### src/rtl/ps2_pkg.sv
// ps2_pkg: shared state type, frame constants and frame builder for the PS/2 keyboard transmitter.
package ps2_pkg;

    typedef enum logic [1:0] {
        ST_IDLE = 2'd0,
        ST_HIGH = 2'd1,
        ST_LOW  = 2'd2,
        ST_GAP  = 2'd3
    } ps2_tx_state_t;

    localparam int         PS2_FRAME_BITS = 11;
    localparam logic [7:0] PS2_BREAK      = 8'hF0;

    // Bit 0 goes on the wire first: start(0), data LSB-first, odd parity, stop(1).
    function automatic logic [PS2_FRAME_BITS-1:0] ps2_frame(input logic [7:0] data);
        return {1'b1, ~^data, data, 1'b0};
    endfunction

endpackage

### src/rtl/ps2_tx_fifo.sv
// ps2_tx_fifo: byte FIFO feeding the PS/2 frame engine; one extra pointer bit separates full from empty.
module ps2_tx_fifo #(
    parameter int DEPTH = 8
) (
    input  logic       clk,
    input  logic       rst,
    input  logic       push,
    input  logic       pop,
    input  logic [7:0] wr_data,
    output logic [7:0] rd_data,
    output logic       full,
    output logic       empty
);
    localparam int AW = $clog2(DEPTH);

    logic [7:0]  mem [DEPTH];
    logic [AW:0] wr_ptr;
    logic [AW:0] rd_ptr;

    assign empty   = (wr_ptr == rd_ptr);
    assign full    = (wr_ptr[AW] != rd_ptr[AW]) && (wr_ptr[AW-1:0] == rd_ptr[AW-1:0]);
    assign rd_data = mem[rd_ptr[AW-1:0]];

    // NOTE: storage is not reset; the pointers alone decide which entries are valid.
    always_ff @(posedge clk) begin
        if (push && !full) begin
            mem[wr_ptr[AW-1:0]] <= wr_data;
        end
    end

    always_ff @(posedge clk) begin
        if (!rst) begin
            wr_ptr <= '0;
            rd_ptr <= '0;
        end else begin
            if (push && !full) begin
                wr_ptr <= wr_ptr + 1'b1;
            end
            if (pop && !empty) begin
                rd_ptr <= rd_ptr + 1'b1;
            end
        end
    end

endmodule

### src/rtl/ps2_kbd_tx.sv
// ps2_kbd_tx: device-side PS/2 frame transmitter (keyboard end of the link).
// Define PS2_TX_FIFO_EN to put a DEPTH-entry byte FIFO in front of the frame engine.
module ps2_kbd_tx
    import ps2_pkg::*;
#(
    parameter int CLK_DIV = 8,
    parameter int GAP     = 16,
    parameter int DEPTH   = 8
) (
    input  logic       clk,
    input  logic       rst,
    input  logic       in_valid,
    input  logic [7:0] in_data,
    output logic       in_ready,
    output logic       ps2_clk,
    output logic       ps2_data,
    output logic       busy,
    output logic       tx_done
);
    localparam int DIV_W = $clog2(CLK_DIV);
    localparam int GAP_W = $clog2(GAP + 1);

    if (CLK_DIV < 4 || GAP < 1 || DEPTH < 2 || (DEPTH & (DEPTH - 1)) != 0) begin : g_bad_param
        $error("ps2_kbd_tx: need CLK_DIV >= 4, GAP >= 1, DEPTH a power of two >= 2");
    end

    ps2_tx_state_t             state;
    ps2_tx_state_t             state_nx;
    logic [DIV_W-1:0]          div_cnt;
    logic [GAP_W-1:0]          gap_cnt;
    logic [3:0]                bit_idx;
    logic [PS2_FRAME_BITS-1:0] shreg;
    logic [PS2_FRAME_BITS-1:0] frame_ld;
    logic                      src_valid;
    logic                      src_take;
    logic [7:0]                src_data;
    logic                      div_last;
    logic                      gap_last;

    assign src_take = (state == ST_IDLE) && src_valid;

`ifdef PS2_TX_FIFO_EN
    logic fifo_full;
    logic fifo_empty;

    ps2_tx_fifo #(.DEPTH(DEPTH)) u_fifo (
        .clk     (clk),
        .rst     (rst),
        .push    (in_valid),
        .pop     (src_take),
        .wr_data (in_data),
        .rd_data (src_data),
        .full    (fifo_full),
        .empty   (fifo_empty)
    );

    assign in_ready  = ~fifo_full;
    assign src_valid = ~fifo_empty;
`else
    assign in_ready  = (state == ST_IDLE);
    assign src_valid = in_valid;
    assign src_data  = in_data;
`endif

    assign frame_ld = ps2_frame(src_data);
    assign div_last = (div_cnt == DIV_W'(CLK_DIV - 1));
    assign gap_last = (gap_cnt == GAP_W'(GAP - 1));
    assign busy     = (state != ST_IDLE);

    always_comb begin
        // NOTE: default first so every path assigns state_nx; a missing branch would infer a latch.
        state_nx = state;
        unique case (state)
            ST_IDLE: if (src_valid) state_nx = ST_HIGH;
            ST_HIGH: if (div_last)  state_nx = ST_LOW;
            ST_LOW:  if (div_last)  state_nx = (bit_idx == 4'(PS2_FRAME_BITS - 1)) ? ST_GAP : ST_HIGH;
            ST_GAP:  if (gap_last)  state_nx = ST_IDLE;
            default:                state_nx = ST_IDLE;
        endcase
    end

    // NOTE: non-blocking assignments so every flop here samples pre-edge values.
    always_ff @(posedge clk) begin
        if (!rst) begin
            state    <= ST_IDLE;
            div_cnt  <= '0;
            gap_cnt  <= '0;
            bit_idx  <= '0;
            shreg    <= '1;
            ps2_clk  <= 1'b1;
            ps2_data <= 1'b1;
            tx_done  <= 1'b0;
        end else begin
            state   <= state_nx;
            ps2_clk <= (state_nx != ST_LOW);
            tx_done <= (state == ST_LOW) && (state_nx == ST_GAP);

            if (state_nx != state || (state != ST_HIGH && state != ST_LOW)) begin
                div_cnt <= '0;
            end else begin
                div_cnt <= div_cnt + 1'b1;
            end

            if (state == ST_GAP && state_nx == ST_GAP) begin
                gap_cnt <= gap_cnt + 1'b1;
            end else begin
                gap_cnt <= '0;
            end

            // Data only moves on entry to HIGH, so it is stable across every falling edge.
            if (src_take) begin
                shreg    <= frame_ld;
                bit_idx  <= '0;
                ps2_data <= frame_ld[0];
            end else if (state == ST_LOW && state_nx == ST_HIGH) begin
                shreg    <= {1'b1, shreg[PS2_FRAME_BITS-1:1]};
                bit_idx  <= bit_idx + 1'b1;
                ps2_data <= shreg[1];
            end else if (state_nx == ST_GAP) begin
                ps2_data <= 1'b1;
            end
        end
    end

endmodule

### config.mk
export PLATFORM = sky130hd
export DESIGN_NAME = ps2_kbd_tx
export DESIGN_NICKNAME = d
export VERILOG_FILES = /design/src/rtl/ps2_pkg.sv /design/src/rtl/ps2_tx_fifo.sv /design/src/rtl/ps2_kbd_tx.sv
export SDC_FILE = /design/constraint.sdc
export NUM_CORES = 1
export LEC_CHECK = 0
export CORE_ASPECT_RATIO = 1.2
export CORE_MARGIN = 3
export CORE_UTILIZATION = 40
export CTS_BUF_LIST = sky130_fd_sc_hd__clkbuf_8
export CTS_CLUSTER_DIAMETER = 100
export DETAILED_ROUTE_END_ITERATION = 8
export MAX_ROUTING_LAYER = met4
export PLACE_DENSITY = 0.68
export SYNTH_ARGS = -nofsm -noshare
export SYNTH_HDL_FRONTEND = slang
export SYNTH_SLANG_ARGS = --single-unit
export TNS_END_PERCENT = 50
### constraint.sdc
create_clock -name clk -period 5.7 [get_ports clk]
set_input_delay 0.855 -clock clk [delete_from_list [all_inputs] [get_ports clk]]
set_output_delay 0.855 -clock clk [all_outputs]
set_load 0.005 [all_outputs]
Yosys cells after proc, flatten, opt, wreduce, memory -nomap -nowiden
Index checks and enable logic that the tools add are counted.
{"block": "word_totals", "reg_bits": 27, "output_inout_bits": 5}
{"block": "op_classes", "add_sub_neg": 3, "n_eq_ne": 12, "muxes": 11, "bitwise": 1, "n_reduce_logical": 14}
{"cell": "$mux 10", "count": 2}
{"cell": "$mux 2", "count": 5}
{"cell": "$pmux 2 s4", "count": 1}
{"cell": "$reduce_xnor 8->1", "count": 1}
{"cell": "$eq 2x2->1 const B", "count": 3}
{"cell": "$add 5x1->5 const B", "count": 1}
{"cell": "$eq 5x4->1 const B", "count": 1}
{"cell": "$logic_and 1x1->1", "count": 5}
{"cell": "$add 4x1->4 const B", "count": 1}
{"cell": "$eq 2x1->1 const B", "count": 2}
{"cell": "$eq 4x4->1 const B", "count": 1}
{"cell": "$ne 2x2->1 const B", "count": 2}
{"cell": "$reduce_bool 2->1", "count": 2}
{"cell": "$reduce_or 2->1", "count": 2}
{"cell": "$add 3x1->3 const B", "count": 1}
{"cell": "$eq 3x3->1 const B", "count": 1}
{"cell": "$mux 1", "count": 3}
{"cell": "$reduce_bool 3->1", "count": 1}
{"cell": "$logic_not 2->1", "count": 1}
{"cell": "$ne 2x1->1 const B", "count": 1}
{"cell": "$ne 2x2->1", "count": 1}
{"cell": "$reduce_and 2->1", "count": 1}
{"cell": "$logic_or 1x1->1", "count": 1}
{"cell": "$not 1->1", "count": 1}

Logic depth before layout (Yosys ltp)
{"block": "depth", "ltp_word": 8, "depth_mapped": 9, "ltp_nobuf": 8}

Worst setup path before layout
OpenSTA, ideal clock, no wires.
{"block": "synth_path", "path_type": "reg-to-reg", "start": "register state[0]", "end": "register bit_idx[2]", "setup_time_ns": 0.115, "t_arrival_ns": 1.826, "path_slack_ns": 3.758, "stages_incl_launch_ff": 9, "n_path_buf": 2, "cell_sequence": "dfxtp_1 > inv_1 > ha_1 > buf_6 > and2_4 > o31a_4 > and3_4 > buf_6 > a31o_1"}
{"block": "synth_between", "elab_chain_cells": 4, "elab_cells_between_ends": 13, "classes_between": "eq/ne (4); mux (5); reduce/logical (4)"}
{"element": "start, declared", "line": "ps2_kbd_tx.sv:27", "rtl": "ps2_tx_state_t state;"}
{"element": "start signal, assigned", "line": "ps2_kbd_tx.sv:94", "rtl": "state <= state_nx;"}
{"element": "$logic_not 2->1 *"}
{"element": "via in_ready", "line": "ps2_kbd_tx.sv:14", "rtl": "output logic in_ready,"}
{"element": "$pmux 2 s4", "line": "ps2_kbd_tx.sv:73", "rtl": "unique case (state)"}
{"element": "$eq 2x1->1", "line": "ps2_kbd_tx.sv:115", "rtl": "end else if (state == ST_LOW && state_nx == ST_HIGH) begin"}
{"element": "$logic_and 1x1->1", "line": "ps2_kbd_tx.sv:115"}
{"element": "end signal, assigned", "line": "ps2_kbd_tx.sv:117", "rtl": "bit_idx <= bit_idx + 1'b1;"}
{"element": "end, declared", "line": "ps2_kbd_tx.sv:31", "rtl": "logic [3:0] bit_idx;"}
The timed path passes the listed nets; every way through them passes the cells marked *.
A chain may end at the register's enable or synchronous reset.

Worst setup path in the final report
{"block": "layout_path", "start": "register state[0]", "end": "output port busy"}
{"block": "layout_between", "elab_chain_cells": 1}
{"element": "$reduce_bool 2->1", "line": "ps2_kbd_tx.sv:68", "rtl": "assign busy = (state != ST_IDLE);"}
{"element": "end, declared", "line": "ps2_kbd_tx.sv:17", "rtl": "output logic busy,"}
No other way between the ends.

==> results summary <==
The number of nets still failing antenna checks after routing came out at 0. In this run the critical register-to-register path is captured at bit_idx[3]$_SDFFE_PP0P_. The post-synthesis cell type count is 44. The capturing element type of the critical path is a primary output.

The proportion of synthesized chip area in sequential cells is 0.359. The worst register-to-register path begins at state[0]$_SDFF_PN0_. The maximum fanout count along the critical path came out at 10. The tree is rooted in a sky130_fd_sc_hd__clkbuf_8. The share of flip-flops with an asynchronous set or reset came out at 0.

IR analysis of the VDD net gives a maximum drop of 0.000121 V. The CTS clock-pin slew for the worst setup and hold paths is 90 ps. The via count of the first global-routing pass is 1067. The buffer levels on the longest clock path is 2. The DRC marker count from the first detailed-route iteration is 20.

The sequential cell area came out at 520 um^2. The hold-critical path depth came out at 1. By count the netlist is led by 26 x sky130_fd_sc_hd__dfxtp_1, 13 x sky130_fd_sc_hd__inv_1, 13 x sky130_fd_sc_hd__nor2_1. The number of buffers created by CTS is 3. Setup repair after global routing left no endpoint under its margin.

The max-cap check violation count came out at 0. The initial antenna violation count is 0. For this run, the share of the core covered by cells in the final layout is 0.481. The HPWL reported at the end of detailed placement came out at 1870 um.

TritonCTS built the clock tree. The repair_antennas step left the layout with diodes totalling 0. The die is 60.9 um wide.

The starting utilization of the core area came out at 0.427. The area of the die is 4380 um^2. For this run, the top clock speed supported by timing is 378 MHz. In the final layout, the share of cells above drive strength 1 is 0.0848. After routing, the total negative slack on setup checks comes to 0 ps. Yosys attributes the largest share of cell area to sky130_fd_sc_hd__dfxtp_1 36%, sky130_fd_sc_hd__ha_1 8.6%, sky130_fd_sc_hd__xnor2_1 5.4%. The number of H-tree branching levels is 1. In the global route stage, overall resource usage came out at 0.135. The worst setup path is of the reg2out kind.

The top-area cell type share of the netlist area came out at 0.359. From bottom edge to top edge, the die measures 71.9 um. The number of warnings reported in the yosys synthesis log is 0. The arrival time at the worst endpoint came out at 1790 ps. The total via count after detailed routing came out at 1068.

Dividing the detail-routed via count by the number of cells gives 5.29. The first global-routing pass estimated 4490 um of wire. The dominant synthesized flop cell is sky130_fd_sc_hd__dfxtp_1. Among all cell types in the netlist, the one instantiated most often is sky130_fd_sc_hd__dfxtp_1.

The time the final worst path needs with I/O delays and setup is 2650 ps. For this run, design rule violations remaining after detail routing come to 0. The flow ran to the end, and the final reports show no timing, DRC or antenna violations.

Following the worst setup path forward leads to its endpoint at busy. The hold violation count in the final report came out at 0. The net count of the mapped netlist is 175.

Entering global routing, the biggest net connects 26 pins. The sink count of the clock tree is 26. The global placement routability congestion came out at 0.868. The clock network latency to the later pin of the worst-skew pair came out at 260 ps.

The worst-case reg-to-reg path depth came out at 7. The number of gates resized after CTS came out at 0. The required time of the worst setup path is 4850 ps. Power spread over the standard cell area amounts to 243 nW/um^2. The min-delay analysis places its worst path in the category reg2reg. The net count of the finished layout came out at 187.

The mean area per synthesized cell came out at 9.41 um^2. The area taken by multi-input logic gates is 796 um^2. Synthesis handed over a netlist of 154 instances. Yosys mapped a number of flops with a built-in enable equal to 0. The average wire length per cell after detail routing came out at 12.4 um. The synthesis-to-layout area growth came out at 12.7%.

The worst clock skew came out at 1.12 ps. The worst slew margin relative to its limit came out at 0.458. The number of max-slew violations in the final report came out at 0. For this run, the detailed router's first-pass iteration total came to 4.

The final-report setup violation count is 0. The post-CTS setup repair buffer count is 0. The number of buffers inserted for hold repair after clock tree synthesis came out at 0. In this run the worst setup path begins at state[0]$_SDFF_PN0_. The global-route congestion overflow total came out at 0. The worst-case register-to-register setup slack is 3380 ps.

The total detailed-routing wirelength came out at 2500 um. The synthesized area came out at 1450 um^2. The slew at the pin closest to its max-slew limit came out at 810 ps. The site row count came out at 23.

Synthesis inferred 26 register bits. The number of port buffers came out at 15. The I/O pin total came out at 16. For this design the static power due to leakage is 0.678 nW. The layout filler cell count came out at 340. Of the available clock period, the critical path in the final layout requires 0.464.

The area of the placeable core came out at 3400 um^2. The leading area contributor after synthesis is sky130_fd_sc_hd__dfxtp_1. STA classifies the critical path startpoint as a flop.
## power by group
part | total, mW | switching [mW] | internal [mW]
logic | 0.0549 | 0.0265 | 0.0285
registers | 0.193 | 0.00454 | 0.189
clock network | 0.149 | 0.0553 | 0.0939
total | 0.397 | 0.0864 | 0.311
## state kept, by name, indices dropped and copies added, names as in the netlist
name / flops
state: 2
ps2_clk: 1
bit_idx: 4
div_cnt: 3
tx_done: 1
ps2_data: 1
gap_cnt: 5
shreg: 9
## final cells by class
class	instances	area share
repair buffers	15	0.0920
clock buffers	3	0.0253
flip-flops and latches	26	0.319
multi-input cells	107	0.487
well taps	37	0.0284
inverters	13	0.0299
clock inverters	1	0.0184
## how the worst min path moves through the flow
stage | startpoint | to
after floorplan | div_cnt[0]$_SDFF_PP0_ | div_cnt[0]$_SDFF_PP0_
after global placement | div_cnt[0]$_SDFF_PP0_ | div_cnt[0]$_SDFF_PP0_
after detailed placement | div_cnt[0]$_SDFF_PP0_ | div_cnt[0]$_SDFF_PP0_
after CTS | div_cnt[0]$_SDFF_PP0_ | div_cnt[0]$_SDFF_PP0_
after global routing | div_cnt[0]$_SDFF_PP0_ | div_cnt[0]$_SDFF_PP0_
final | div_cnt[0]$_SDFF_PP0_ | div_cnt[0]$_SDFF_PP0_
## placed cells by master, fill, tap and decap left out, types with 2 or more instances in the layout
master | netlist | layout
sky130_fd_sc_hd__nor3_1 | 2 | 2
sky130_fd_sc_hd__nor2b_1 | 4 | 4
sky130_fd_sc_hd__xnor2_1 | 9 | 9
sky130_fd_sc_hd__nor2_1 | 13 | 13
sky130_fd_sc_hd__and2_1 | 4 | 4
sky130_fd_sc_hd__nor3b_1 | 2 | 2
sky130_fd_sc_hd__a31oi_1 | 6 | 6
sky130_fd_sc_hd__dfxtp_1 | 26 | 26
sky130_fd_sc_hd__and3_1 | 2 | 2
sky130_fd_sc_hd__nand3b_1 | 9 | 9
sky130_fd_sc_hd__ha_1 | 10 | 10
sky130_fd_sc_hd__nand2_1 | 5 | 5
sky130_fd_sc_hd__o21ai_1 | 3 | 3
sky130_fd_sc_hd__o22ai_1 | 2 | 2
sky130_fd_sc_hd__clkbuf_8 | 2 | 3
sky130_fd_sc_hd__mux2i_1 | 6 | 6
sky130_fd_sc_hd__o21ai_0 | 2 | 2
sky130_fd_sc_hd__inv_1 | 13 | 13
sky130_fd_sc_hd__nand3_1 | 3 | 3
sky130_fd_sc_hd__clkdlybuf4s50_1 | 0 | 15
sky130_fd_sc_hd__a21oi_1 | 4 | 4
## through the flow
step	power (mW)	cell area, um^2	hold slack (ps)	worst slack [ps]	std cells
after detailed placement	0.252	1560	425	2930	198
after CTS	0.401	1630	438	3050	202
after global placement	0.251	1560	408	3010	198
after global routing	0.415	1630	459	2940	202
final	0.397	1630	432	3050	202
after floorplan	0.237	1450	398	3760	154
## logic make-up after synthesis
family / count (synthesis) / synth area share
muxes: 6 / 0.0415
DFF: 26 / 0.359
xor gates and xnor gates: 10 / 0.0605
and+or+nand+nor: 53 / 0.220
AOI/OAI and AO/OA: 28 / 0.141
adders and majority gates: 10 / 0.0864
buffers and inverters: 21 / 0.0915
## metal layers
metal | GRT usage | vias to the layer above | share of wire
li1 | - | 552 | -
met1 | 0.153 | 494 | 0.45
met2 | 0.233 | 18 | 0.51
met3 | 0.0231 | 4 | 0.031
met4 | 0.0458 | 0 | 0.014
met5 | - | - | 0
## worst max-delay path, cell delays in order (launching register included)
cell                              delay, ps
sky130_fd_sc_hd__dfxtp_1                500
sky130_fd_sc_hd__inv_1                  120
sky130_fd_sc_hd__ha_1                   330
sky130_fd_sc_hd__inv_1                   80
sky130_fd_sc_hd__clkdlybuf4s50_1        490
No activity file was read; power rests on OpenSTA's default activity.
